--- config.mk ---
export PLATFORM = sky130hd
export DESIGN_NAME = i2s_tx_fifo
export DESIGN_NICKNAME = d
export VERILOG_FILES = /design/src/rtl/i2s_tx_fifo.sv
export SDC_FILE = /design/constraint.sdc
export NUM_CORES = 1
export LEC_CHECK = 0
export ABC_AREA = 0
export CORE_MARGIN = 4
export CORE_UTILIZATION = 60
export CTS_CLUSTER_DIAMETER = 150
export CTS_CLUSTER_SIZE = 16
export DETAILED_ROUTE_END_ITERATION = 6
export GPL_TIMING_DRIVEN = 0
export PLACE_DENSITY_LB_ADDON = 0.1
export SYNTH_ARGS = -nofsm -noshare
export SYNTH_HDL_FRONTEND = slang
export SYNTH_SLANG_ARGS = --single-unit
export TNS_END_PERCENT = 20
--- constraint.sdc ---
create_clock -name MasterCLK -period 4.4 [get_ports MasterCLK]
set_input_delay 0.88 -clock MasterCLK [delete_from_list [all_inputs] [get_ports MasterCLK]]
set_output_delay 0.88 -clock MasterCLK [all_outputs]
set_load 0.01 [all_outputs]
--- src/rtl/i2s_tx_fifo.sv ---
// I2S transmitter with a frame FIFO; Philips framing, left word first.
// Optional build macro I2S_TX_MONO_EN: one sample per entry, sent in both slots.
module i2s_tx_fifo #(
  parameter int SAMPLE_W   = 16,
  parameter int FIFO_DEPTH = 8,
  parameter int CLK_DIV    = 8,
`ifdef I2S_TX_MONO_EN
  localparam int IN_W      = SAMPLE_W,
`else
  localparam int IN_W      = 2*SAMPLE_W,
`endif
  localparam int LVL_W     = $clog2(FIFO_DEPTH)+1
) (
  input  logic             MasterCLK,
  input  logic             Reset,
  input  logic [IN_W-1:0]  InputData,
  input  logic             InputValid,
  output logic             InputReady,
  input  logic             Enable,
  output logic             SyncCLK,
  output logic             I2S_CLK,
  output logic             I2S_WS,
  output logic             I2S_DATA,
  output logic             Underrun,
  output logic [LVL_W-1:0] Level
);
  localparam int FRM_W = 2*SAMPLE_W;
  localparam int PTR_W = $clog2(FIFO_DEPTH);
  localparam int DIV_W = $clog2(CLK_DIV);
  localparam int B_W   = $clog2(FRM_W);

  typedef enum logic {IDLE, RUN} state_t;

  state_t            state, state_d;
  logic [DIV_W-1:0]  div_q;
  logic [B_W-1:0]    b_q;
  logic [FRM_W-1:0]  sh_q;
  logic [FRM_W-1:0]  pop_frame;
  logic [PTR_W-1:0]  wr_q, rd_q;
  logic [LVL_W-1:0]  count_q;
  logic [IN_W-1:0]   mem [FIFO_DEPTH];
  logic              fall, frame_start, push, pop;

  assign fall       = Enable && (div_q == DIV_W'(CLK_DIV-1));
  assign InputReady = (count_q != LVL_W'(FIFO_DEPTH));
  assign push       = InputValid && InputReady;
  assign pop        = frame_start && (count_q != '0);
  assign Level      = count_q;

  assign I2S_CLK  = (div_q >= DIV_W'(CLK_DIV/2));
  assign I2S_WS   = (b_q >= B_W'(SAMPLE_W-1)) && (b_q <= B_W'(FRM_W-2));
  assign I2S_DATA = sh_q[FRM_W-1];

`ifdef I2S_TX_MONO_EN
  assign pop_frame = {mem[rd_q], mem[rd_q]};
`else
  assign pop_frame = mem[rd_q];
`endif

  // IDLE covers the gap between Enable rising and the first fall tick,
  // where b is still 0 but the tick must be treated as a frame start.
  always_ff @(posedge MasterCLK or posedge Reset) begin
    if (Reset) state <= IDLE;
    else       state <= state_d;
  end

  always_comb begin
    state_d = state;
    case (state)
      IDLE:    if (fall) state_d = RUN;
      RUN:     if (!Enable) state_d = IDLE;
      default: state_d = IDLE;
    endcase
  end

  always_comb begin
    frame_start = fall && ((state == IDLE) || (b_q == B_W'(FRM_W-1)));
  end

  always_ff @(posedge MasterCLK or posedge Reset) begin
    if (Reset) begin
      div_q    <= '0;
      b_q      <= '0;
      sh_q     <= '0;
      SyncCLK  <= 1'b0;
      Underrun <= 1'b0;
    end else if (!Enable) begin
      div_q    <= '0;
      b_q      <= '0;
      sh_q     <= '0;
      SyncCLK  <= 1'b0;
      Underrun <= 1'b0;
    end else begin
      div_q   <= fall ? '0 : div_q + 1'b1;
      SyncCLK <= frame_start;
      if (frame_start) begin
        b_q <= '0;
        if (count_q != '0) begin
          sh_q <= pop_frame;
        end else begin
          sh_q     <= '0;
          Underrun <= 1'b1;
        end
      end else if (fall) begin
        b_q  <= b_q + 1'b1;
        sh_q <= {sh_q[FRM_W-2:0], 1'b0};
      end
    end
  end

  // Pointers wrap naturally since FIFO_DEPTH is a power of two.
  always_ff @(posedge MasterCLK or posedge Reset) begin
    if (Reset) begin
      wr_q    <= '0;
      rd_q    <= '0;
      count_q <= '0;
    end else begin
      if (push) wr_q <= wr_q + 1'b1;
      if (pop)  rd_q <= rd_q + 1'b1;
      case ({push, pop})
        2'b10:   count_q <= count_q + 1'b1;
        2'b01:   count_q <= count_q - 1'b1;
        default: count_q <= count_q;
      endcase
    end
  end

  always_ff @(posedge MasterCLK) begin
    if (push) mem[wr_q] <= InputData;
  end
endmodule

Yosys cells after proc, flatten, opt, wreduce, memory -nomap -nowiden
Memory sizes are Yosys's and may differ from the RTL's.
Cells that the tools add are included.
{"block": "totals", "register_bits": 53, "ram_bits": 256, "in_bits": 36, "output_inout_bits": 10, "elab_cells": 56, "mem_count": 1}
{"block": "op_classes", "addsub": 6, "order_cmp": 3, "eq_ne": 8, "n_mux": 19, "n_bitwise": 1, "reduce_logical": 9}
{"memory": "mem", "depth": 8, "width": 32, "rd": 1, "rd_clocked_by_memory_dff": 0, "wr": 1, "line": "41", "text": "logic [IN_W-1:0] mem [FIFO_DEPTH];"}
{"op": "$mux 32", "n": 4}
{"op": "$mux 5", "n": 3}
{"op": "$add 3x1->3 const B", "n": 3}
{"op": "$mux 1", "n": 8}
{"op": "$pmux 4 s2", "n": 1}
{"op": "$mux 3", "n": 2}
{"op": "$add 5x1->5 const B", "n": 1}
{"op": "$eq 5x5->1 const B", "n": 1}
{"op": "$ge 5x4->1 const B", "n": 1}
{"op": "$le 5x5->1 const B", "n": 1}
{"op": "$logic_and 1x1->1", "n": 5}
{"op": "$add 4x1->4 const B", "n": 1}
{"op": "$ne 4x4->1 const B", "n": 1}
{"op": "$reduce_bool 4->1", "n": 1}
{"op": "$sub 4x1->4 const B", "n": 1}
{"op": "$eq 3x3->1 const B", "n": 1}
{"op": "$ge 3x3->1 const B", "n": 1}
{"op": "$ne 3x1->1 const B", "n": 1}
{"op": "$eq 2x1->1 const B", "n": 1}
{"op": "$eq 2x2->1 const B", "n": 1}
{"op": "$ne 2x1->1 const B", "n": 1}
{"op": "$ne 2x2->1 const B", "n": 1}
{"op": "$pmux 1 s2", "n": 1}
{"op": "$reduce_and 2->1", "n": 1}
{"op": "other kinds (3)", "n": 3}

Logic depth before layout (Yosys ltp)
Gate-level depths: netlist of run 1.
{"block": "depth", "depth_word": 6, "depth_mapped": 15}

Least setup slack after synthesis of run 1
Ideal clock, no wire load.
{"block": "synth_path", "path_kind": "in2reg", "from": "in InputValid", "to": "mem mem[0][0] (netlist name), enable pin", "setup_ns": 0.461, "arrival_ns": 3.419, "slack_ns": 0.520, "path_stages": 3, "n_path_buf": 0, "path_cell_list": "nand2_2 > or2_1 > nor3_1"}
{"block": "synth_between", "elab_chain_cells": 3}
{"element": "start: declaration", "line": "17", "text": "input logic InputValid,"}
{"element": "$logic_and 1x1->1", "line": "46", "text": "assign push = InputValid && InputReady;"}
{"element": "$mux 1", "line": "129", "text": "if (push) mem[wr_q] <= InputData;"}
{"element": "$mux 1 (not written as such)", "line": "129"}
{"element": "end: declaration", "line": "41"}
No other way between the ends.

Worst setup path in the final report of run 1
{"block": "layout_path", "from": "reg b_q[1]", "to": "out I2S_WS"}
{"block": "layout_between", "elab_chain_cells": 2, "word_cells_on_any_way": 3, "classes_between": "order compare: 2; reduce/logical: 1"}
{"element": "start: declaration", "line": "36", "text": "logic [B_W-1:0] b_q;"}
{"element": "start signal: assignment", "line": "105", "text": "b_q <= b_q + 1'b1;"}
{"element": "$ge 5x4->1 / $le 5x5->1 (equally long branches)", "line": "51", "text": "assign I2S_WS = (b_q >= B_W'(SAMPLE_W-1)) && (b_q <= B_W'(FRM_W-2));"}
{"element": "$logic_and 1x1->1 (*)", "line": "51"}
{"element": "end: declaration", "line": "22", "text": "output logic I2S_WS,"}
Mark *: on every way between the ends. The rest lies on a longest branch, timed or not.

==> results of run 1 <==
==> cells in the mapped netlist, drive strengths merged <==
master	instances
nor4b	1
nand2b	4
and2	6
o22ai	33
dfrtp	53
and3	2
or2	1
nor3	5
mux2	4
inv	9
ha	12
nand2	13
nand3b	3
buf	22
xnor2	4
a21oi	35
or4	1
a211oi	1
nor2	11
mux4	64
clkbuf	11
a2111oi	1
nor2b	32
nor4	1
o21ai	4
mux2i	32
xor2	4
edfxtp	256
nand3	3
or4b	1
==> per-stage QoR <==
step           hold slack [ps]  setup slack (ps)
2_1_floorplan            442.8             519.9
3_3_place_gp             459.1             -2448
3_5_place_dp             481.3              1232
4_1_cts                  490.9              1210
5_1_grt                  512.7              1066
6_report                 486.5              1226
==> worst reg2reg max path, stage by stage, from the launching register on <==
cell	delay (ps)
dfrtp_1	420
ha_1	240
and3_1	220
ha_1	200
nand2b_1	170
nand2_1	100
inv_2	60
nand2_4	110
inv_4	70
ha_1	250
xor2_1	170
ha_1	190
a21oi_1	150
xor2_1	160
nor2_1	60
xor2_1	140
==> power by group through the flow <==
stage                     logic (mW)  clock network, mW  registers (mW)
after floorplan                0.573                  0            3.73
after detailed placement        1.03                  0            3.75
after global routing            1.10               2.10            3.71
final                           1.01               1.93            3.69
after CTS                       1.04               1.96            3.69
after global placement         0.887                  0            3.75
==> worst paths after layout <==
check	start	endpoint	slack (ps)	cells past startpoint
min	div_q[0]	div_q[0]	490	1
min in group asynchronous	Reset	b_q[1]	650	2
max reg2reg	b_q[1]	Level[2]	1580	15
max in group asynchronous	Reset	sh_q[8]	3220	3
max	b_q[1]	I2S_WS	1230	6
min reg2reg	div_q[0]	div_q[0]	490	1
==> state kept, by name, indices dropped and copies added (netlist names) <==
signal / count
b_q: 5
rd_q: 3
Underrun: 1
state: 1
SyncCLK: 1
wr_q: 3
div_q: 3
mem: 256
Level: 4
sh_q: 32
==> metal layers <==
metal  vias up  share of wire (%)  track usage, %
li1       2687                  -               -
met1      3120                 40           30.92
met2       202                 51           38.06
met3        39                6.5           3.101
met4         0                2.1           5.581
met5         -                  0               0
==> cells by family after synthesis <==
| kind of cell | count (synthesis) |
|---|---|
| DFF | 309 |
| muxes | 100 |
| and+or+nand+nor | 84 |
| AOI/OAI and AO/OA | 74 |
| buffers and inverters | 42 |
| adders and majority gates | 12 |
| xor gates and xnor gates | 8 |
==> layout make-up <==
class,count,area share (%)
flip-flops and latches,309,64.82
multi-input cells,278,21.49
repair buffers,60,4.949
clock buffers,39,4.571
well taps,265,2.384
plain buffers,33,1.350
inverters,9,0.2609
clock inverters,2,0.1800
==> cells in the final DEF (no fill, tap or decap), types with 12 or more instances in the layout <==
| cell | instances |
|---|---|
| edfxtp_1 | 256 |
| mux4_2 | 64 |
| dfrtp_1 | 53 |
| clkdlybuf4s50_1 | 45 |
| a21oi_1 | 35 |
| o22ai_1 | 33 |
| nor2b_1 | 32 |
| mux2i_1 | 32 |
| clkbuf_1 | 27 |
| clkbuf_16 | 23 |
| buf_2 | 15 |
| buf_6 | 12 |
| ha_1 | 12 |
==> impl_summary.txt, run 1 <==
----------------------------------------------------
[Status]
  Status ... complete, no violations

[Clock network]
  Total clock buffers created by CTS ... 23
  H-tree Lvls ... 1
  Setup bufs post-CTS ... 0
  Clk Tree Root Cell ... clkbuf_16
  Number of buffers on the longest clock path ... 3
  Clock tree from TritonCTS ... yes
  Clock Sinks ... 309
  Clk Latency, worst-skew pair ... 530 ps
  Clock slew seen by the registers of the worst setup and hold paths ... 70 ps
  Number of buffers added to fix hold violations after cts ... 0
  Resize count post-CTS ... 0

[Synthesis]
  Share of Yosys cell area claimed by the top area cell type ... 63.16%
  Largest family of logic cells by synthesized area ... multiplexers
  Number of warnings printed during yosys synthesis ... 0
  Parity-gate share of the synthesized area counting xor and xnor cells ... 0.5757%
  Simple-gate area share of the yosys netlist ... 3.979%
  Syn_area_per_cell ... 19.35 um2
  Syn Std Cell Area ... 12170 um2
  Flop and latch count out of synthesis ... 309
  Count of mapped cells out of synthesis ... 629
  Library cells used by synthesis ... 39
  Compound-Gate Fraction of Synth Area ... 3.434%
  Total nets after synthesis ... 677
  Sequential area share after synthesis ... 74.06%
  Multiplexer share of the synthesized area ... 14.88%
  Arithmetic-cell share of the synthesized area counting full adders, half adders and majority gates ... 1.234%
  Cell taking the most area after synthesis ... edfxtp_1
  Largest cells by area after synthesis ... edfxtp_1 (63%), mux4_2 (12%), dfrtp_1 (11%)

[STA]
  Final min period ... 3174 ps
  Number of max-slew violations in the final report ... 0
  Final hold violation count ... 0
  Final setup violation count ... 0
  Worst-case clock skew ... 17.24 ps
  Total negative setup slack ... 0 ps
  Worst slew pin tran ... 793.5 ps
  Tightest slew margin relative to the limit ... 47.10%
  Post-route clock period utilization ... 72.13%
  Maximum achievable frequency ... 0.3151 GHz
  RSZ-0062 raised after global routing ... no

[Final layout]
  Area growth, synth to finish ... 14.26%
  Fin area ... 13910 um2
  Layout cell share with drive strength beyond 1 ... 19.73%
  # diodes ... 0
  Fillers ... 1222
  Final non-filler cell total ... 995
  Sequential cell area ... 9014 um2
  Layout Utilization ... 70.52%
  Total area of multi-input combinational cells ... 2988 um2
  Number of nets in the layout ... 762

[Setup path]
  Most frequent cell on the critical path ... ha_1
  Critical path data required time ... 3520 ps
  Crit path largest cell delay ... 470 ps
  Count of buffer and inverter cells on the critical path ... 1
  Chain of cells forming the critical path ... ha_1, and3_1, ha_1, a211oi_1, a21oi_1, clkdlybuf4s50_1
  Highest fanout seen on the critical path ... 4
  Type of the setup path with the least slack ... reg -> out
  Cell family with most CP delay ... buffers and inverters
  Startpoint type of the worst setup path ... register
  Critical path capture point type ... output port
  Crit-path slowest cell ... clkdlybuf4s50_1
  Arrival time at the worst endpoint ... 2290 ps

[Drt]
  Vias per inst ... 6.078
  Post-detailed-route wirelength per cell ... 23.84 um
  Drc violations ... 0
  Post-detailed-routing wire length ... 23.72 mm
  Number of DRC violations after detailed-routing iteration 0 ... 456
  Detailed-route via count ... 6048
  Number of iterations in the first detailed-routing pass ... 5
  Remaining antenna violation count ... 0

[Power]
  Static leakage power ... 4.619 nW
  Maximum vdd drop ... 0.3756 mV
  Portion of total power attributed to sequential cells ... 55.6%
  Switching share of power ... 24.50%
  Part of the total power dissipated in the clock network ... 29.1%
  Int Power ... 5.002 mW
  Overall power consumption ... 6.624 mW
  Combinational share of power ... 15.3%
  Psw ... 1.623 mW
  Pwr/cell area ... 476.4 nW/um2

[Placement]
  Sum of net half-perimeters after detailed placement ... 15.20 mm
  Final RePlAce weighted congestion ... 0.7618
  Number of cells after detailed placement ... 954
  Number of buffer cells added on primary ports ... 45
  Post-detailed-placement cell area ... 13250 um2

[Floorplan]
  Row Count ... 51
  Die Wd ... 150.4 um
  Core outline area ... 19720 um2
  Num ports ... 46
  Die Y ... 150.4 um
  Die outline area ... 22630 um2
  Initial Utilization ... 61.72%

[Global route]
  First-pass GRT wire length ... 37.02 mm
  Total global-route track usage ... 22.27%
  Maximum number of pins on one net before global-route repair ... 41
  Antenna violations before repair ... 0
  Via count of the first global-routing pass ... 6417
  Overall overflow remaining after global route ... 0

[Run]
  Max Cap Violations ... 0

[Min path]
  Path type of the worst min-delay path ... reg -> reg

----------------------------------------------------
No activity file was read; power rests on OpenSTA's default activity.
==> inputs of run 2 (changes only) <==
--- a/config.mk
+++ b/config.mk
@@ -7,7 +7,7 @@
 export LEC_CHECK = 0
 export ABC_AREA = 0
 export CORE_MARGIN = 4
-export CORE_UTILIZATION = 60
+export CORE_UTILIZATION = 55
 export CTS_CLUSTER_DIAMETER = 150
 export CTS_CLUSTER_SIZE = 16
 export DETAILED_ROUTE_END_ITERATION = 6
==> constraint.sdc (replaced) <==
create_clock -name MasterCLK -period 2.65 [get_ports MasterCLK]
set_input_delay 0.53 -clock MasterCLK [delete_from_list [all_inputs] [get_ports MasterCLK]]
set_output_delay 0.53 -clock MasterCLK [all_outputs]
set_load 0.01 [all_outputs]
==> run 2 against run 1 <==
Sequential power rose by 66%. Via count fell by 2.6%. Critical path depth did not move. Non-clock buffer count fell by 2. Critical path type unchanged. Setup slack got worse by 1100 ps.
==> impl_summary.txt, run 2 (synthesis results as in run 1) <==
----------------------------------------------------
[Global route]
  Overall overflow remaining after global route ... 0 (unchanged)
  Maximum number of pins on one net before global-route repair ... 37 (-9.8%)
  Via count of the first global-routing pass ... 6275 (-2.2%)
  Total global-route track usage ... 19.96% (-2.3 points)
  First-pass GRT wire length ... 36.75 mm (-0.73%)
  Antenna violations before repair ... 0 (unchanged)

[Drt]
  Remaining antenna violation count ... 0 (unchanged)
  Post-detailed-routing wire length ... 23.46 mm (-1.1%)
  Post-detailed-route wirelength per cell ... 23.29 um (-2.3%)
  Vias per inst ... 5.847 (-3.8%)
  Drc violations ... 0 (unchanged)
  Number of DRC violations after detailed-routing iteration 0 ... 487 (+6.8%)
  Number of iterations in the first detailed-routing pass ... 6 (+1)
  Detailed-route via count ... 5888 (-2.6%)

[Floorplan]
  Num ports ... 46 (unchanged)
  Row Count ... 54 (+5.9%)
  Die Wd ... 156.8 um (+4.2%)
  Initial Utilization ... 55.77% (-6.0 points)
  Die outline area ... 24570 um2 (+8.6%)
  Core outline area ... 21820 um2 (+11%)
  Die Y ... 156.8 um (+4.2%)

[Final layout]
  Layout cell share with drive strength beyond 1 ... 20.91% (+1.2 points)
  Register containing the most flip-flops in the final layout ... mem
  Area growth, synth to finish ... 15.36%
  Max FFs per register ... 256 (unchanged)
  Number of nets in the layout ... 760 (-0.26%)
  Most frequent cells in the layout ... edfxtp_1 (256), mux4_2 (64), dfrtp_1 (51), clkdlybuf4s50_1 (43), a21oi_1 (34)
  # diodes ... 0 (unchanged)
  Leading registers by flop count ... mem x256, sh_q x32, b_q x5
  Most frequent standard cell in the layout excluding fill and tap cells ... edfxtp_1

[Setup path]
  Chain of cells forming the critical path ... ha_2, and3_1, ha_1, a211oi_2, a21oi_1, dlygate4sd2_1
  Crit path largest cell delay ... 390 ps (-80 ps)
  Cell family with most CP delay ... flip-flops
  Critical path data required time ... 2120 ps (-1400 ps)
  Count of buffer and inverter cells on the critical path ... 1 (unchanged)
  Startpoint type of the worst setup path ... register
  Setup slack of the most critical reg-to-reg path ... 140 ps (-1440 ps)
  Critical path capture point type ... output port
  Arrival time at the worst endpoint ... 2000 ps (-290 ps)
  Stages on the worst setup path ... 6 (unchanged)
  Length in cells of the worst reg-to-reg path ... 13 (-2)
  Worst flop-to-flop path startpoint ... b_q[1]
  Type of the setup path with the least slack ... reg -> out
  Source of the critical timing path ... b_q[1]
  Reg-to-reg endpoint ... Level[3]
  Crit-path slowest cell ... dfrtp_1
  Capture point of the critical path ... I2S_WS
  Highest fanout seen on the critical path ... 3 (-1)

[Clock network]
  Clock slew seen by the registers of the worst setup and hold paths ... 70 ps (about the same)
  Total clock buffers created by CTS ... 23 (unchanged)
  Clock Sinks ... 309 (unchanged)
  Clk Tree Root Cell ... clkbuf_16
  H-tree Lvls ... 1 (unchanged)
  Clk Latency, worst-skew pair ... 510 ps (-20 ps)
  Number of buffers on the longest clock path ... 3 (unchanged)
  Clock tree from TritonCTS ... yes

[STA]
  RSZ-0062 raised after global routing ... yes
  Number of max-slew violations in the final report ... 0 (unchanged)
  Total negative setup slack ... 0 ps (unchanged)
  Worst-case clock skew ... 14.85 ps (-2.392 ps)
  Maximum achievable frequency ... 0.3955 GHz
  Final hold violation count ... 0 (unchanged)
  Tightest slew margin relative to the limit ... 43.70% (-3.4 points)
  Post-route clock period utilization ... 95.41%
  Final min period ... 2528 ps
  Worst slew pin tran ... 844.5 ps (+50.99 ps)
  Final setup violation count ... 0 (unchanged)
  Worst setup margin ... 121.6 ps (-1105 ps)

[Power]
  Maximum vdd drop ... 0.5163 mV (+37%)
  Overall power consumption ... 11.02 mW (+66%)
  Static leakage power ... 4.628 nW (+0.20%)
  Pwr/cell area ... 785.3 nW/um2 (+65%)

[Status]
  Status ... complete, no violations

[Placement]
  Setup slack after placement ... -168.3 ps (-1401 ps)
  Number of buffer cells added on primary ports ... 45 (unchanged)
  Sum of net half-perimeters after detailed placement ... 14.92 mm (-1.9%)
  Final RePlAce weighted congestion ... 0.7226 (-5.1%)

[Min path]
  Path type of the worst min-delay path ... in -> async

[Run]
  Max Cap Violations ... 0 (unchanged)

----------------------------------------------------
[run 2: area by class of cell]
cell class	count	area, um2
buffer	33	187.7
clock buffer	39	635.6
clock inverter	1	16.27
fill	1534	7784
inverter	9	36.28
multi-input combinational	278	3058
sequential	309	9016
tap	280	350.3
timing repair buffer	58	739.5
[run 2: per-layer routing]
metal | up-vias | global-route usage (%) | part of all wire, %
met5 | - | 0 | 0
met2 | 134 | 34.10 | 51
met4 | 0 | 4.132 | 1.6
li1 | 2670 | - | -
met3 | 30 | 2.655 | 4.9
met1 | 3054 | 28.12 | 42
[run 2: worst min path at each step]
| stage | slack (ps) | cells after the start | from | endpoint |
|---|---|---|---|---|
| 2_1_floorplan | 440 | 1 | div_q[0] | div_q[0] |
| 5_1_grt | 360 | 2 | Reset | b_q[4] |
| 3_3_place_gp | 460 | 1 | div_q[0] | div_q[0] |
| 3_5_place_dp | 480 | 2 | sh_q[0] | sh_q[0] |
| 4_1_cts | 330 | 2 | Reset | b_q[4] |
| 6_report | 340 | 2 | Reset | b_q[4] |
[run 2: per-stage QoR]
step / std cells / hold slack (ps) / utilization [%] / cell area [um2]
floorplan: 629 / 442.8 / - / 12180
CTS: 1007 / 329.7 / 64.14 / 14000
global placement: 954 / 461.1 / 59.48 / 12980
detailed placement: 965 / 478.9 / 61.00 / 13310
finish: 1007 / 336.3 / 64.33 / 14040
global route: 1007 / 358.3 / 64.33 / 14040
[run 2: where the power goes]
group	switching (mW)	internal (mW)	total, mW
sequential	0.228	5.91	6.14
combinational	0.939	0.789	1.73
clock	1.52	1.64	3.16
total	2.69	8.34	11.0
[run 2: what timing repair did]
action / 4_1_cts / 5_1_grt
resized for setup: 7 / 9
gates cloned: 0 / 0
buffers inserted: 2 / 0
endpoints found under the setup margin: 3 / 4
hold buffers: 0 / 0
pin swaps: 2 / 3
